### src/rtl/ahb_gpio_pkg.sv
// Shared constants for the AHB GPIO block: width, register offsets and parity modes.
package ahb_gpio_pkg;

  localparam int         GPIO_W      = 16;

  localparam logic [7:0] ADDR_DATA   = 8'h00;
  localparam logic [7:0] ADDR_DIR    = 8'h04;

  localparam logic       PARITY_EVEN = 1'b0;
  localparam logic       PARITY_ODD  = 1'b1;

endpackage

### src/rtl/ahb_gpio_parity.sv
// Parity bit for a GPIO word; makes data plus parity carry an odd or even count of ones.
module gpio_parity
  import ahb_gpio_pkg::*;
#(
  parameter int DATA_W = 16
) (
  input  logic [DATA_W-1:0] data,
  input  logic              parity_sel,
  output logic              parity
);

  assign parity = (parity_sel == PARITY_ODD) ? ~^data : ^data;

endmodule

### src/rtl/ahb_gpio.sv
// AHB-Lite GPIO slave: DATA/DIR registers, parity on the output pads and parity check on the inputs.
module ahb_gpio
  import ahb_gpio_pkg::*;
#(
  parameter int GPIO_W = ahb_gpio_pkg::GPIO_W
) (
  input  logic              HCLK,
  input  logic              HRESETn,
  input  logic              HSEL,
  input  logic [31:0]       HADDR,
  input  logic [1:0]        HTRANS,
  input  logic              HWRITE,
  input  logic              HREADY,
  output logic              HREADYOUT,
  input  logic [31:0]       HWDATA,
  output logic [31:0]       HRDATA,
  input  logic [GPIO_W:0]   GPIOIN,
  output logic [GPIO_W:0]   GPIOOUT,
  input  logic              PARITYSEL,
  output logic              PARITYERR
);

  logic [7:0]        addr_p1;
  logic              write_p1;
  logic              vld_p1;
  logic              accept;
  logic              wr_data;
  logic              wr_dir;
  logic [GPIO_W-1:0] data_out;
  logic [GPIO_W-1:0] data_in;
  logic              out_parity;
  logic              dir;
  logic              parity_err;
  logic              par_gen;
  logic              par_chk;
  logic              unused_bits;

  assign unused_bits = ^{HADDR[31:8], HTRANS[0], HWDATA[31:GPIO_W]};

  assign HREADYOUT = 1'b1;
  assign accept    = HSEL & HREADY & HTRANS[1];

  // Address phase -> data phase
  always_ff @(posedge HCLK or negedge HRESETn) begin
    if (!HRESETn) begin
      vld_p1   <= 1'b0;
      write_p1 <= 1'b0;
      addr_p1  <= 8'h00;
    end else begin
      vld_p1 <= accept;
      if (accept) begin
        write_p1 <= HWRITE;
        addr_p1  <= HADDR[7:0];
      end
    end
  end

  assign wr_data = vld_p1 & write_p1 & (addr_p1 == ADDR_DATA);
  assign wr_dir  = vld_p1 & write_p1 & (addr_p1 == ADDR_DIR);

  gpio_parity #(.DATA_W(GPIO_W)) u_par_gen (
    .data       (HWDATA[GPIO_W-1:0]),
    .parity_sel (PARITYSEL),
    .parity     (par_gen)
  );

  gpio_parity #(.DATA_W(GPIO_W)) u_par_chk (
    .data       (GPIOIN[GPIO_W-1:0]),
    .parity_sel (PARITYSEL),
    .parity     (par_chk)
  );

  // Data phase: register updates and pad sampling
  always_ff @(posedge HCLK or negedge HRESETn) begin
    if (!HRESETn) begin
      data_out   <= '0;
      out_parity <= 1'b0;
      dir        <= 1'b0;
      data_in    <= '0;
      parity_err <= 1'b0;
    end else begin
      if (wr_data) begin
        data_out   <= HWDATA[GPIO_W-1:0];
        out_parity <= par_gen;
      end
      if (wr_dir)
        dir <= HWDATA[0];
      if (!dir) begin
        data_in    <= GPIOIN[GPIO_W-1:0];
        parity_err <= GPIOIN[GPIO_W] ^ par_chk;
      end else begin
        parity_err <= 1'b0;
      end
    end
  end

  assign GPIOOUT   = {out_parity, data_out};
  assign PARITYERR = parity_err;

  // Read data straight from the latched address so a read right after a write sees new data
  always_comb begin
    HRDATA = 32'h0;
    if (vld_p1 && !write_p1) begin
      case (addr_p1)
        ADDR_DATA: HRDATA = {{(32-GPIO_W){1'b0}}, (dir ? data_out : data_in)};
        ADDR_DIR:  HRDATA = {31'h0, dir};
        default:   HRDATA = 32'h0;
      endcase
    end
  end

endmodule

### config.mk
export PLATFORM = sky130hd
export DESIGN_NAME = ahb_gpio
export DESIGN_NICKNAME = d
export VERILOG_FILES = /design/src/rtl/ahb_gpio_pkg.sv /design/src/rtl/ahb_gpio_parity.sv /design/src/rtl/ahb_gpio.sv
export SDC_FILE = /design/constraint.sdc
export NUM_CORES = 1
export LEC_CHECK = 0
export BUFFER_PORTS_ARGS = -buffer_cell sky130_fd_sc_hd__buf_2
export CAP_MARGIN = 10
export CORE_MARGIN = 3
export CORE_UTILIZATION = 44
export CTS_CLUSTER_DIAMETER = 40
export DETAILED_ROUTE_END_ITERATION = 10
export PLACE_DENSITY = 0.84
export SETUP_SLACK_MARGIN = 0.05
export SLEW_MARGIN = 20
export SYNTH_ARGS = -nofsm -noshare
export SYNTH_HDL_FRONTEND = slang
export SYNTH_HIERARCHICAL = 1
export SYNTH_SLANG_ARGS = --single-unit
### constraint.sdc
create_clock -name HCLK -period 2.3 [get_ports HCLK]
set_input_delay 0.23 -clock HCLK [delete_from_list [all_inputs] [get_ports HCLK]]
set_output_delay 0.23 -clock HCLK [all_outputs]
set_load 0.01 [all_outputs]
## After elaboration in Yosys (flattened, before gate mapping)

Index checks and enable logic that the tools add are counted.

- Reduce and logical (&&, ||, !) cells: 7
- Eq/ne operators: 1
- Bitwise logic cells: 6
- Magnitude comparators: 0
- $add $sub $neg: 0
- Div/mod/pow operators: 0
- Mux-type cells: 6
- Shift-type cells: 0
- Multiply operators: 0

Operators with widths:

| cell | number |
|---|---|
| 16-bit two-way mux | 2 |
| 16-bit one-hot mux with 2 select lines | 1 |
| 16-bit XNOR reduction | 2 |
| 16-bit XOR reduction | 2 |
| 8-bit by 3-bit equality test with 1-bit output (second input constant) | 1 |
| 8-bit zero test | 1 |
| 1-bit AND | 5 |
| 1-bit two-way mux | 3 |
| 1-bit logical AND | 1 |
| 1-bit zero test | 1 |
| 1-bit XOR | 1 |

- Bits in latches: 0
- Logic and storage cells: 28
- Memory bits (read-only): 0
- Memories kept: 0
- Register bits after elaboration: 45
- Memory bits (writable): 0

## Logic depth before layout (Yosys ltp)

- Word-level depth: 4
- Mapped depth: 6

## By module

The synthesis kept the hierarchy.

Modules (own cells, without submodules):

| module | area each (µm²) | instances | cells each | seq. area each (µm²) |
|---|---|---|---|---|
| ahb_gpio | 2160.8 | 1 | 159 | 1126.1 |
| gpio_parity | 145.1 | 2 | 15 | 0.0 |

## Worst setup path after synthesis

No wires, ideal clock.

- Kind: register to output
- Start point: reg addr_p1[6]
- End point: out HRDATA[10]
- Buffers on the path: 1
- Setup slack: 0.671 ns
- Data arrival time: 1.399 ns
- Stages on the path, launching flop included: 5
- Required time: 2.070 ns
- Cells stage by stage: dfrtp_1 > nor4b_4 > nand3_1 > clkbuf_1 > nor2_1

- Word-level cells in the longest chain between the ends: 3
- Elaborated cells on any way between the ends: 4
- Those cells by class: eq/ne (1); mux (2); reduce/logical (1)

RTL lines:

| what | line | source |
|---|---|---|
| from (decl) | ahb_gpio.sv:23 | `logic [7:0] addr_p1;` |
| from (signal assigned) | ahb_gpio.sv:53 | `addr_p1 <= HADDR[7:0];` |
| 8-bit by 3-bit equality test with 1-bit output / 8-bit zero test (equally long branches) | ahb_gpio.sv:104 | `case (addr_p1)` |
| 16-bit one-hot mux with 2 select lines (*) | ahb_gpio.sv:104 |  |
| 16-bit two-way mux (*) | ahb_gpio.sv:103 | `if (vld_p1 && !write_p1) begin` |
| to (decl) | ahb_gpio.sv:16 | `output logic [31:0] HRDATA,` |

Mark *: on every way between the ends. The rest lies on a longest branch, timed or not.

## Final worst setup path

- Start point: reg addr_p1[1]
- End point: out HRDATA[1]

The elaborated chain is that of the path after synthesis.

==> summary.md <==
| Metric | Value |
|---|---|
| Vias in the first global route | `1683` |
| Initial standard-cell utilization of the core | `0.468` |
| Overall global routing resource usage | `0.169` |
| Measured slew at the worst slew-check pin | `0.525 ns` |
| Dominant register cell in the synthesized netlist | `sky130_fd_sc_hd__dfrtp_1` |
| Gp weighted congestion | `approximately 0.71` |
| Leak | `approximately 1.5 nW` |
| Number of instances in the synthesized netlist | `189` |
| Maximum fanout along the worst path | `12` |
| Post-synthesis sequential area ratio | `0.459` |
| Setup repair after global routing missed its margin | `false` |
| Overall overflow remaining after global route | `0` |
| Class of the tightest hold or removal check | `in -> reg` |
| I/O Pins | `140` |
| N_diodes | `0` |
| Fraction of layout instances using a drive strength above 1 | `0.514` |
| Clock Root Buffer | `sky130_fd_sc_hd__clkbuf_8` |
| Max-capacitance violation count | `0` |
| Final worst path period share | `0.884` |
| Fill count | `around 460` |
| R2R Path Start | `addr_p1[1]` |
| Synth Cell Area | `0.00245 sq mm` |
| Internal power summed over all cells | `1.49 mW` |
| Post-placement worst setup slack | `0.451 ns` |
| Highest clock rate | `between 400 and 500 MHz` |
| Required time at the worst-slack endpoint | `2.07 ns` |
| Clock tree from TritonCTS | `yes` |
| Switching part of the total | `0.277` |
| Arrival time reported for the critical path endpoint | `1.80 ns` |
| Clock Power Share | `0.298` |
| Y dimension of the die | `slightly above 80 um` |
| Number of hold violations in the final report | `0` |
| Die area | `about 0.0065 sq mm` |
| Worst skew pair latency | `0.30 ns` |
| Setup-violating endpoint count in the final report | `0` |
| Sw power | `571 uW` |
| Final non-filler cell total | `348` |
| Portion of total power attributed to combinational logic | `0.230` |
| Cells on worst reg2reg path | `4` |
| TritonCTS buffer count | `5` |
| DRT Pass-1 Iters | `6` |
| Count of nets after finishing | `366` |
| Number of levels the H-tree was split into | `2` |
| Final min period | `2.03 ns` |
| Pwr dens | `680 mW/mm^2` |
| Clock sink count | `45` |
| Endpoint type of the worst setup path | `primary output` |
| CP Launch Point | `addr_p1[1]` |
| Floorplan core area | `between 0.005 and 0.006 sq mm` |
| Final antenna-violating net count | `0` |
| Synth top cells by count | `sky130_fd_sc_hd__dfrtp_1, sky130_fd_sc_hd__mux2_2, sky130_fd_sc_hd__xnor2_1` |
| Number of DRC markers in iteration 0 | `50` |
| Async set or reset register ratio after synthesis | `1.00` |
| Average footprint of a synthesized cell | `roughly 13 sq um` |
| R2r endpoint | `data_out[7]` |
| Std cell rows | `26` |
| Area share of the leading cell type in the synthesized netlist | `0.459` |
| Critical path class | `reg -> out` |
| Setup slack of the most critical reg-to-reg path | `roughly 0.41 ns` |
| Number of flops mapped to enable cells by yosys | `0` |
| Leading cell types by total area after synthesis | `sky130_fd_sc_hd__dfrtp_1, sky130_fd_sc_hd__mux2_2, sky130_fd_sc_hd__xnor2_1, sky130_fd_sc_hd__mux2_4, sky130_fd_sc_hd__mux2i_1` |
| Final critical-path setup slack | `roughly 0.27 ns` |
| Status | `complete, no violations` |
| Vias per cell | `4.73` |
| Number of max-slew violations in the final report | `0` |
| Antenna violations before repair | `0` |
| Power Total | `2.06 mW` |
| Final design utilization | `0.579` |
| Worst Setup EP | `HRDATA[1]` |
| X dimension of the die | `80.6 um` |
| Post-route DRC | `0` |
| Buffer depth of the longest clock path | `2` |
| Largest net degree at the start of global routing | `32` |
| Synth warn | `6` |
| Startpoint type of the worst setup path | `register` |
| Instance count after placement with tap cells included | `335` |
| Post-Route Setup TNS | `0 ns` |
| First-pass GRT wire length | `8270 um` |
| Total number of vias | `1645` |
| Wirelength, routed | `5240 um` |
| Sequential share of power | `0.472` |
| HPWL after DPL | `3960 um` |
| Distinct cells, synth | `24` |
| Count of state elements after synthesis | `45` |
| Largest area contributor in the netlist | `sky130_fd_sc_hd__dfrtp_1` |
| Clock slew at reported path FFs | `0.09 ns` |
| Worst clock skew | `0.0103 ns` |
| Synth-to-Final Area Change | `23.6%` |
| Worst IR drop on VDD | `0.379 mV` |
| Most frequent cell after synthesis | `sky130_fd_sc_hd__dfrtp_1` |
| Max_slew headroom | `0.650` |
| Average wire length per cell after detail routing | `15.1 um` |
| Port bufs | `81` |
## through the flow
stage	hold WS, ns	area [sq um]
4_1_cts	0.148	3000
6_report	0.156	3030
2_1_floorplan	-0.0656	2510
5_1_grt	0.147	3030
3_5_place_dp	0.147	2880
3_3_place_gp	0.146	2880
## routing by layer
layer | global-route usage | share of wire | up-vias
li1 | - | - | 780
met3 | 0.0460 | 0.077 | 4
met1 | 0.204 | 0.42 | 796
met2 | 0.295 | 0.50 | 65
met4 | 0.0507 | 0.0076 | 0
met5 | 0 | 0 | -
## area by class of cell
cell class / count / area, sq um / share of cell area
Multi-Input combinational cell: 134 / 1210 / 0.399
Sequential cell: 45 / 1130 / 0.372
Timing Repair Buffer: 90 / 488 / 0.161
Tap cell: 70 / 87.6 / 0.0289
Clock buffer: 5 / 68.8 / 0.0227
Clock inverter: 3 / 46.3 / 0.0153
Inverter: 1 / 3.75 / 0.00124
## cell families after synthesis
group                     Yosys count  share of synthesized area
AOI/OAI and AO/OA                   2                    0.00510
DFF                                45                      0.459
other                               2                    0.00306
and+or+nand+nor                    26                     0.0664
muxes                              58                      0.274
buffers and inverters              25                     0.0699
xor gates and xnor gates           31                      0.122
## flip-flops by register name, summed over array words and instances, names as in the netlist
signal / cells
out_parity: 1
PARITYERR: 1
addr_p1: 8
data_out: 16
data_in: 16
write_p1: 1
dir: 1
vld_p1: 1
## power groups by stage
stage	combinational, mW	sequential (mW)	clock (mW)
floorplan	0.340	0.982	0
global placement	0.460	0.980	0
detailed placement	0.474	0.987	0
CTS	0.477	0.972	0.623
global route	0.520	0.988	0.655
finish	0.475	0.972	0.613
## layout by cell type (no fill, tap or decap), drive strengths merged
cell type    synthesis  routed
clkinv               0       1
mux2i               15      15
inv                  1       1
xnor2               27      27
o21ai                1       1
xnor3                2       2
dlygate4sd3          0       1
nor4b                1       1
nor2                17      17
nor4                 2       2
buf                 22      89
conb                 2      17
nand4                1       1
nand2                2       2
a211oi               1       1
nand3                2       2
nand4b               1       1
clkbuf               2       5
dfrtp               45      45
clkinvlp             0       1
xor2                 2       2
bufinv               0       1
mux2                43      43
## repair_timing
action,in CTS,in global routing
hold buffers,1,0
gates resized for setup,0,0
setup endpoints to repair,0,4
setup buffers,0,4
hold endpoints to repair,14,0
## how the worst min path moves through the flow
stage,start,endpoint,cells after the start
finish,HADDR[7],addr_p1[7],2
global route,HADDR[4],addr_p1[4],2
CTS,HADDR[7],addr_p1[7],2
detailed placement,HRESETn,data_in[15],1
global placement,HRESETn,data_in[15],1
floorplan,HRESETn,PARITYERR,0
## worst max-delay path, cell delays in order, from the launching register on
cell and delay [ns]:
sky130_fd_sc_hd__dfrtp_1 0.41, sky130_fd_sc_hd__nor4b_4 0.35, sky130_fd_sc_hd__nand3_1 0.21, sky130_fd_sc_hd__buf_4 0.24, sky130_fd_sc_hd__nor2_1 0.14, sky130_fd_sc_hd__buf_2 0.15
No activity file was read; power rests on OpenSTA's default activity.
